**src/rtl/id_ex_operand_stage.sv**
```systemverilog
// -----------------------------------------------------------------------------
// id_ex_operand_stage
//
// Purpose:
//   ID/EX pipeline register that sits directly behind a 64-bit register file.
//   It captures the register-file read data and the decode controls, and it
//   patches a writeback happening on the same edge, because the regfile does
//   not write through. It forwards EX/MEM and MEM/WB results into the EX
//   operands, and it detects load-use hazards and inserts a bubble.
//
// Flow control:
//   This is a valid-only pipeline with no ready signal. id_valid marks a real
//   instruction in ID. stall is the single back-pressure signal: while it is
//   high, upstream must hold PC and IF/ID so that the same instruction is
//   presented again next cycle. ex_valid marks a real instruction in EX.
//
// Optional feature (macro HAZARD_STATS_EN):
//   Defining this macro adds two saturating 16-bit counters, stall_count and
//   flush_count. When the macro is undefined, these ports do not exist.
//
// Ports:
//   clk, reset                  rising-edge clock, async active-low reset
//   id_valid                    ID holds a real instruction
//   id_rs1, id_rs2              source register indices
//   id_rd1, id_rd2              regfile ReadData1/2
//   id_rd                       destination index
//   id_RegWrite, id_MemRead     decode controls
//   flush                       squash the instruction entering EX
//   exmem_RegWrite/rd/result    EX/MEM bypass source
//   wb_RegWrite/rd/data         MEM/WB bypass source (also the regfile write port)
//   stall                       combinational load-use stall
//   ex_valid, ex_rd             registered EX state
//   ex_RegWrite, ex_MemRead     registered controls, 0 in a bubble
//   ex_a, ex_b                  forwarded EX operands
//   stall_count, flush_count    (HAZARD_STATS_EN only) saturating event counters
// -----------------------------------------------------------------------------
module id_ex_operand_stage #(
  parameter int WIDTH    = 64,
  parameter int REGBITS  = 5,
  parameter int ZERO_REG = 31
) (
  input  logic               clk,
  input  logic               reset,
  input  logic               id_valid,
  input  logic [REGBITS-1:0] id_rs1,
  input  logic [REGBITS-1:0] id_rs2,
  input  logic [WIDTH-1:0]   id_rd1,
  input  logic [WIDTH-1:0]   id_rd2,
  input  logic [REGBITS-1:0] id_rd,
  input  logic               id_RegWrite,
  input  logic               id_MemRead,
  input  logic               flush,
  input  logic               exmem_RegWrite,
  input  logic [REGBITS-1:0] exmem_rd,
  input  logic [WIDTH-1:0]   exmem_result,
  input  logic               wb_RegWrite,
  input  logic [REGBITS-1:0] wb_rd,
  input  logic [WIDTH-1:0]   wb_data,
  output logic               stall,
  output logic               ex_valid,
  output logic [REGBITS-1:0] ex_rd,
  output logic               ex_RegWrite,
  output logic               ex_MemRead,
  output logic [WIDTH-1:0]   ex_a,
  output logic [WIDTH-1:0]   ex_b
`ifdef HAZARD_STATS_EN
  ,
  output logic [15:0]        stall_count,
  output logic [15:0]        flush_count
`endif
);

  localparam logic [REGBITS-1:0] LP_ZERO = REGBITS'(ZERO_REG);

  // EX-stage state
  logic               r_ex_valid;
  logic [REGBITS-1:0] r_ex_rd;
  logic               r_ex_regwrite;
  logic               r_ex_memread;
  logic [REGBITS-1:0] r_src1;
  logic [REGBITS-1:0] r_src2;
  logic [WIDTH-1:0]   r_op1;
  logic [WIDTH-1:0]   r_op2;

  logic               w_stall;
  logic               w_capture;
  logic               w_wb_hit1;
  logic               w_wb_hit2;
  logic [WIDTH-1:0]   w_cap_op1;
  logic [WIDTH-1:0]   w_cap_op2;
  logic [WIDTH-1:0]   w_ex_a;
  logic [WIDTH-1:0]   w_ex_b;

  // Load-use: the load in EX has not produced its data yet, so a consumer in
  // ID must wait one cycle. Writes to the zero register never create a hazard.
  assign w_stall = id_valid & r_ex_valid & r_ex_memread & (r_ex_rd != LP_ZERO)
                 & ((r_ex_rd == id_rs1) | (r_ex_rd == id_rs2));

  assign w_capture = id_valid & ~flush & ~w_stall;

  // The regfile reads the old value on the same edge that it writes, so a
  // writeback to one of our sources must be patched in at capture time.
  assign w_wb_hit1 = wb_RegWrite & (wb_rd == id_rs1) & (id_rs1 != LP_ZERO);
  assign w_wb_hit2 = wb_RegWrite & (wb_rd == id_rs2) & (id_rs2 != LP_ZERO);
  assign w_cap_op1 = w_wb_hit1 ? wb_data : id_rd1;
  assign w_cap_op2 = w_wb_hit2 ? wb_data : id_rd2;

  always_ff @(posedge clk or negedge reset) begin
    if (!reset) begin
      r_ex_valid    <= 1'b0;
      r_ex_rd       <= '0;
      r_ex_regwrite <= 1'b0;
      r_ex_memread  <= 1'b0;
      r_src1        <= '0;
      r_src2        <= '0;
      r_op1         <= '0;
      r_op2         <= '0;
    end else if (!w_capture) begin
      // Bubble. Flush takes priority over stall, and both produce this.
      r_ex_valid    <= 1'b0;
      r_ex_rd       <= LP_ZERO;
      r_ex_regwrite <= 1'b0;
      r_ex_memread  <= 1'b0;
      r_src1        <= '0;
      r_src2        <= '0;
      r_op1         <= '0;
      r_op2         <= '0;
    end else begin
      r_ex_valid    <= 1'b1;
      r_ex_rd       <= id_rd;
      r_ex_regwrite <= id_RegWrite;
      r_ex_memread  <= id_MemRead;
      r_src1        <= id_rs1;
      r_src2        <= id_rs2;
      r_op1         <= w_cap_op1;
      r_op2         <= w_cap_op2;
    end
  end

  // EX forwarding: the younger EX/MEM result beats MEM/WB. A bubble presents
  // zeros regardless of what is being written back.
  always_comb begin
    w_ex_a = '0;
    w_ex_b = '0;
    if (r_ex_valid) begin
      if (exmem_RegWrite && (exmem_rd == r_src1) && (r_src1 != LP_ZERO))
        w_ex_a = exmem_result;
      else if (wb_RegWrite && (wb_rd == r_src1) && (r_src1 != LP_ZERO))
        w_ex_a = wb_data;
      else
        w_ex_a = r_op1;

      if (exmem_RegWrite && (exmem_rd == r_src2) && (r_src2 != LP_ZERO))
        w_ex_b = exmem_result;
      else if (wb_RegWrite && (wb_rd == r_src2) && (r_src2 != LP_ZERO))
        w_ex_b = wb_data;
      else
        w_ex_b = r_op2;
    end
  end

  assign stall       = w_stall;
  assign ex_valid    = r_ex_valid;
  assign ex_rd       = r_ex_rd;
  assign ex_RegWrite = r_ex_regwrite;
  assign ex_MemRead  = r_ex_memread;
  assign ex_a        = w_ex_a;
  assign ex_b        = w_ex_b;

`ifdef HAZARD_STATS_EN
  logic [15:0] r_stall_count;
  logic [15:0] r_flush_count;

  always_ff @(posedge clk or negedge reset) begin
    if (!reset) begin
      r_stall_count <= '0;
      r_flush_count <= '0;
    end else begin
      if (w_stall && (r_stall_count != 16'hFFFF))
        r_stall_count <= r_stall_count + 16'd1;
      if (flush && (r_flush_count != 16'hFFFF))
        r_flush_count <= r_flush_count + 16'd1;
    end
  end

  assign stall_count = r_stall_count;
  assign flush_count = r_flush_count;
`endif

endmodule

```
**config.mk**
```make
export PLATFORM = sky130hd
export DESIGN_NAME = id_ex_operand_stage
export DESIGN_NICKNAME = d
export VERILOG_FILES = /design/src/rtl/id_ex_operand_stage.sv
export SDC_FILE = /design/constraint.sdc
export NUM_CORES = 1
export LEC_CHECK = 0
export CAP_MARGIN = 20
export CORE_MARGIN = 2
export CORE_UTILIZATION = 52
export DETAILED_ROUTE_END_ITERATION = 6
export GPL_ROUTABILITY_DRIVEN = 0
export GPL_TIMING_DRIVEN = 0
export PLACE_DENSITY = 0.89
export SYNTH_ARGS = -nofsm -noshare
export SYNTH_HDL_FRONTEND = slang
export SYNTH_SLANG_ARGS = --single-unit
```
**constraint.sdc**
```tcl
create_clock -name clk -period 4.7 [get_ports clk]
set_clock_uncertainty 0.05 [all_clocks]
set_input_delay 0.705 -clock clk [delete_from_list [all_inputs] [get_ports clk]]
set_output_delay 0.705 -clock clk [all_outputs]
set_load 0.02 [all_outputs]
```
Word level (Yosys, flattened, before mapping)
Cells that the tools add are included.
{"block": "word_totals", "reg_bits": 146, "output_inout_bits": 137}
{"block": "classes", "n_eq_ne": 13, "n_mux": 16, "bitwise": 13, "n_reduce_logical": 8}
{"operator": "two-way mux 64 bit", "count": 10}
{"operator": "equality test 5 bit", "count": 8}
{"operator": "!= test 5 bit, second input constant", "count": 5}
{"operator": "two-way mux 5 bit", "count": 3}
{"operator": "bitwise AND 1 bit", "count": 10}
{"operator": "logical AND 1 bit", "count": 8}
{"operator": "two-way mux 1 bit", "count": 3}
{"operator": "NOT 1 bit", "count": 2}
{"operator": "OR 1 bit", "count": 1}

Longest topological paths before layout
{"block": "logic_depth", "word_depth": 7, "mapped_depth": 7, "ltp_nobuf": 4}

Worst setup path after synthesis
OpenSTA, ideal clock, no wires.
{"block": "synth_path", "kind": "input-to-output", "from": "input wb_rd[1]", "to": "output ex_b[10]", "t_arrival_ns": 2.019, "t_required_ns": 3.945, "setup_slack_ns": 1.926, "path_stages": 7, "path_buffers": 3, "cell_sequence": "buf_4 > xnor2_2 > o211a_1 > buf_2 > buf_2 > nand3_1 > a31oi_1"}
{"block": "synth_between", "elab_chain_len": 6}
{"element": "from (decl)", "line": "57", "rtl": "input logic [REGBITS-1:0] wb_rd,"}
{"element": "equality test 5 bit", "line": "155", "rtl": "else if (wb_RegWrite && (wb_rd == r_src2) && (r_src2 != LP_ZERO))"}
{"element": "logical AND 1 bit (2 in a row)", "line": "155"}
{"element": "two-way mux 64 bit", "line": "155"}
{"element": "two-way mux 64 bit", "line": "153", "rtl": "if (exmem_RegWrite && (exmem_rd == r_src2) && (r_src2 != LP_ZERO))"}
{"element": "two-way mux 64 bit", "line": "145", "rtl": "if (r_ex_valid) begin"}
{"element": "to (decl)", "line": "65", "rtl": "output logic [WIDTH-1:0] ex_b"}
No other way between the ends.

Worst setup path after layout
{"block": "layout_path", "from": "input wb_rd[4]", "to": "output ex_a[22]"}
{"block": "layout_between", "elab_chain_len": 6}
{"element": "equality test 5 bit", "line": "148", "rtl": "else if (wb_RegWrite && (wb_rd == r_src1) && (r_src1 != LP_ZERO))"}
{"element": "logical AND 1 bit (2 in a row)", "line": "148"}
{"element": "two-way mux 64 bit", "line": "148"}
{"element": "two-way mux 64 bit", "line": "146", "rtl": "if (exmem_RegWrite && (exmem_rd == r_src1) && (r_src1 != LP_ZERO))"}
{"element": "two-way mux 64 bit", "line": "145"}
{"element": "to (decl)", "line": "64", "rtl": "output logic [WIDTH-1:0] ex_a,"}
No other way between the ends.

==> implementation parameters <==
Parameter                              Value

STA
  Pin slew with the least headroom to its limit ... 1.052 ns
  Setup repair after global routing missed its margin ... no
  Final number of setup-violating endpoints ... 0
  Post-route clock period utilization ... 0.9551
  Max-slew violation total from the final report ... 0
  Fin Hold WS ... 0.2072 ns
  Final number of hold-violating endpoints ... 0
  Total negative slack ... 0 ns
  Post-layout minimum cycle time ... about 4.5 ns
  Slew HR ... 0.2989
  Maximum achievable frequency ... 0.2228 GHz

Layout
  Post-route core utilization ... 0.7294
  Share of final-layout standard cells stronger than drive strength 1 ... 0.2630
  Count of fill cells added during filler insertion ... 1,818
  Final non-filler cell area ... 18,790 sq um
  Number of cells in the finished layout apart from fillers ... 2,186
  Syn-to-layout area delta ... 39.00%
  Total number of nets in the final design ... between 2,000 and 2,500

Critical path
  Critical path's most frequent cell ... clkdlybuf4s50_1
  Worst endpoint data arrival time ... roughly 3.7 ns
  Critical path's largest stage delay ... between 0.6 and 0.7 ns
  End of the worst register-to-register path ... r_op1[12]
  Crit. End Element ... primary output
  Highest-delay cell along the critical path ... clkdlybuf4s50_1
  Worst setup slack for register-to-register paths ... 2.52 ns
  Combined buffer and inverter count along the critical path ... 3
  Total number of cells along the worst setup path ... 7
  CP startpoint kind ... input port
  R2R Path Start ... ex_rd[4]
  Req. time, crit path ... between 3 and 4 ns
  Critical path type ... input port to primary output
  Maximum fanout encountered on the critical timing path ... 10
  Count of cells along the worst register-to-register path ... 6
  Top Family by Delay on Critical Path ... buffers and inverters
  Sequence of cells on the critical path ... clkdlybuf4s50_1 > xnor2_1 > nand4_1 > clkbuf_2 > o21ai_1 > a31oi_1 > clkdlybuf4s50_1

Clock network
  Number of clock sinks ... 146
  CTS H-tree depth ... 4
  Clock transition time at the flip-flop clock pins of the worst setup and hold paths ... 0.06 ns
  PostCTS Resize Cnt ... 0
  Post-CTS setup buffers ... 0
  Hold-fix buffers, CTS ... 0
  Total CTS buffers ... 17
  Clock latency on the worst-skew pair ... ~0.43 ns
  CTS Root Buffer Type ... clkbuf_16
  TritonCTS clock tree ... done
  Number of buffers between clock root and the deepest sink ... 2

GRT
  Met2 usage in global routing ... 0.6574
  Global-route wire length before repair ... around 87,000 microns
  Met3 layer usage reported by global route ... 0.1264
  Number of global-route vias before repair ... about 15,000
  Initial antenna violation count ... 3
  Overall routing resource usage ... 0.4238
  Largest net degree at the start of global routing ... between 80 and 90
  Global-route layer with the greatest usage ... met2
  Met1 track utilization from global routing ... 0.5052
  Total congestion overflow ... 0

Job
  Count of max-cap constraint violations ... 0

Power
  Power per cell area ... 221.7 nW/um^2
  Cell-internal power ... 2.734 mW
  Part of the total power dissipated in the clock network ... 0.348
  Reported net switching power ... 1.434 mW
  Proportion of total power due to net switching ... 0.3440
  Combinational cell fraction of total power ... 0.333
  Peak supply drop ... 0.2093 mV
  Sequential cell fraction of total power ... 0.319
  Leakage Power ... 6.281 nW

Synthesis
  Number of nets in the synthesized netlist ... 1,684
  Fraction of synthesis flops using an asynchronous set or reset pin ... 1.000
  Avg Cell Area, Syn ... 9.692 sq um
  Area of the mapped netlist ... approximately 14,000 sq um
  Most used flip-flop cell after synthesis ... dfrtp_1
  Sequential cell area fraction in the yosys report ... 0.2702
  Flops & latches, synth ... 146
  Count of flip-flops with a built-in enable after synthesis ... 0
  Synthesized instance count ... 1,395
  Distinct cells, synth ... 40
  Syn. warnings ... 0

Route
  Final routed wirelength across all metal layers ... between 50,000 and 60,000 microns
  WL per Instance ... 27.44 microns
  Detailed Route Iter0 Violations ... roughly 2,500
  DRC violations left ... 1
  Initial DRT Pass Iterations ... 7
  Via count of the routed design ... 15,930
  Antenna Violating Nets Remaining ... 0
  Vias per Instance ... 7.288

Outcome
  Violated checks ... DRC
  Status ... finished with violations

Place
  Placed Area ... 18,170 sq um
  Sum of net half-perimeters after detailed placement ... 43,670 microns
  DP Cell Count ... between 2,000 and 2,500
  # port buffers ... between 400 and 500

Die
  Horizontal extent of the die ... around 170 microns
  Count of pins on the block boundary ... 426
  Row count ... a little under 60
  Floorplan die height ... 165.2 microns
  Starting Density ... 0.5248
  Area of the die ... around 27,000 sq um
  Floorplan Core Area ... 25,760 sq um

Worst hold path
  Type of the worst min-delay path ... input port to asynchronous set/reset pin
## metrics by stage
step,power (mW),setup slack (ns)
finish,4.167,0.2112
floorplan,2.075,1.926
CTS,4.103,0.2853
global route,4.263,0.1695
global placement,2.647,-2.964
detailed placement,2.686,0.2841
## placed cells by master, fill, tap and decap left out, drive strengths merged, types with 4 or more instances in the layout
master,Yosys,final
and4,4,4
a211oi,12,12
xnor2,38,38
a31oi,129,129
or2,4,4
inv,14,14
a221oi,128,128
dfrtp,146,146
buf,195,197
nand2,6,6
nand4,134,134
clkinv,0,5
o21ai,130,130
clkbuf,44,63
clkinvlp,0,5
clkdlybuf4s50,0,419
o211ai,4,4
o31ai,256,256
a211o,5,5
nand3,133,133
## cell families (layout without fill, tap and decap cells)
| kind of cell | Yosys count | in the layout | synth area share |
|---|---|---|---|
| AOI/OAI and AO/OA | 670 | 670 | 0.4522 |
| xor gates and xnor gates | 38 | 38 | 0.02684 |
| buffers and inverters | 253 | 706 | 0.1282 |
| DFF | 146 | 146 | 0.2702 |
| other | 0 | 3 | 0 |
| and+or+nand+nor | 288 | 288 | 0.1226 |
## power groups by stage
stage | registers, mW | clock network, mW | logic [mW]
final | 1.33 | 1.45 | 1.39
after global routing | 1.33 | 1.49 | 1.44
after CTS | 1.33 | 1.43 | 1.34
after detailed placement | 1.35 | 0 | 1.34
after global placement | 1.35 | 0 | 1.30
after floorplan | 1.35 | 0 | 0.729
## state kept, by name, summed over array words and instances, names as in the netlist
name / flops
r_op1: 64
r_op2: 64
ex_rd: 5
r_src1: 5
r_src2: 5
ex_MemRead: 1
ex_RegWrite: 1
ex_valid: 1
## final cells by class
class,count,area (sq um),share of cell area
Antenna cell,3,7.507,0.0003995
Buffer,239,1680,0.08941
Tap cell,335,419.2,0.02230
Multi-Input combinational cell,996,8134,0.4328
Inverter,14,52.55,0.002796
Clock inverter,13,160.2,0.008522
Sequential cell,146,3654,0.1944
Clock buffer,19,452.9,0.02410
Timing Repair Buffer,421,4233,0.2252
## cell usage after synthesis (3+ instances only)
master	number	share of area
a211o_1	5	0.0032
a211oi_1	12	0.0067
a221oi_1	5	0.0032
a221oi_2	123	0.14
a31oi_1	129	0.060
and2_1	3	0.0014
buf_1	5	0.0014
buf_12	21	0.031
buf_2	121	0.045
buf_4	19	0.011
buf_6	29	0.024
clkbuf_1	43	0.012
dfrtp_1	146	0.27
inv_1	14	0.0039
nand2_1	4	0.0011
nand3_1	131	0.048
nand4_1	133	0.062
o21ai_0	73	0.027
o21ai_1	55	0.020
o31ai_1	136	0.076
o31ai_2	120	0.11
or2_1	4	0.0019
xnor2_1	34	0.022
xnor2_2	4	0.0048
## how the worst max path moves through the flow
stage	from	to	slack (ns)
finish	wb_rd[4]	ex_a[22]	0.21
global route	wb_rd[4]	ex_a[45]	0.17
CTS	wb_rd[4]	ex_a[44]	0.29
detailed placement	wb_rd[4]	ex_a[44]	0.28
global placement	reset	r_op1[28]	-2.96
floorplan	wb_rd[1]	ex_b[10]	1.93
## per-layer routing
metal	routed length, microns	vias up
li1	-	6638
met1	20820	7450
met2	26340	1474
met3	8182	369
met4	4634	0
met5	0	-
Power figures use the tool's default switching activity.
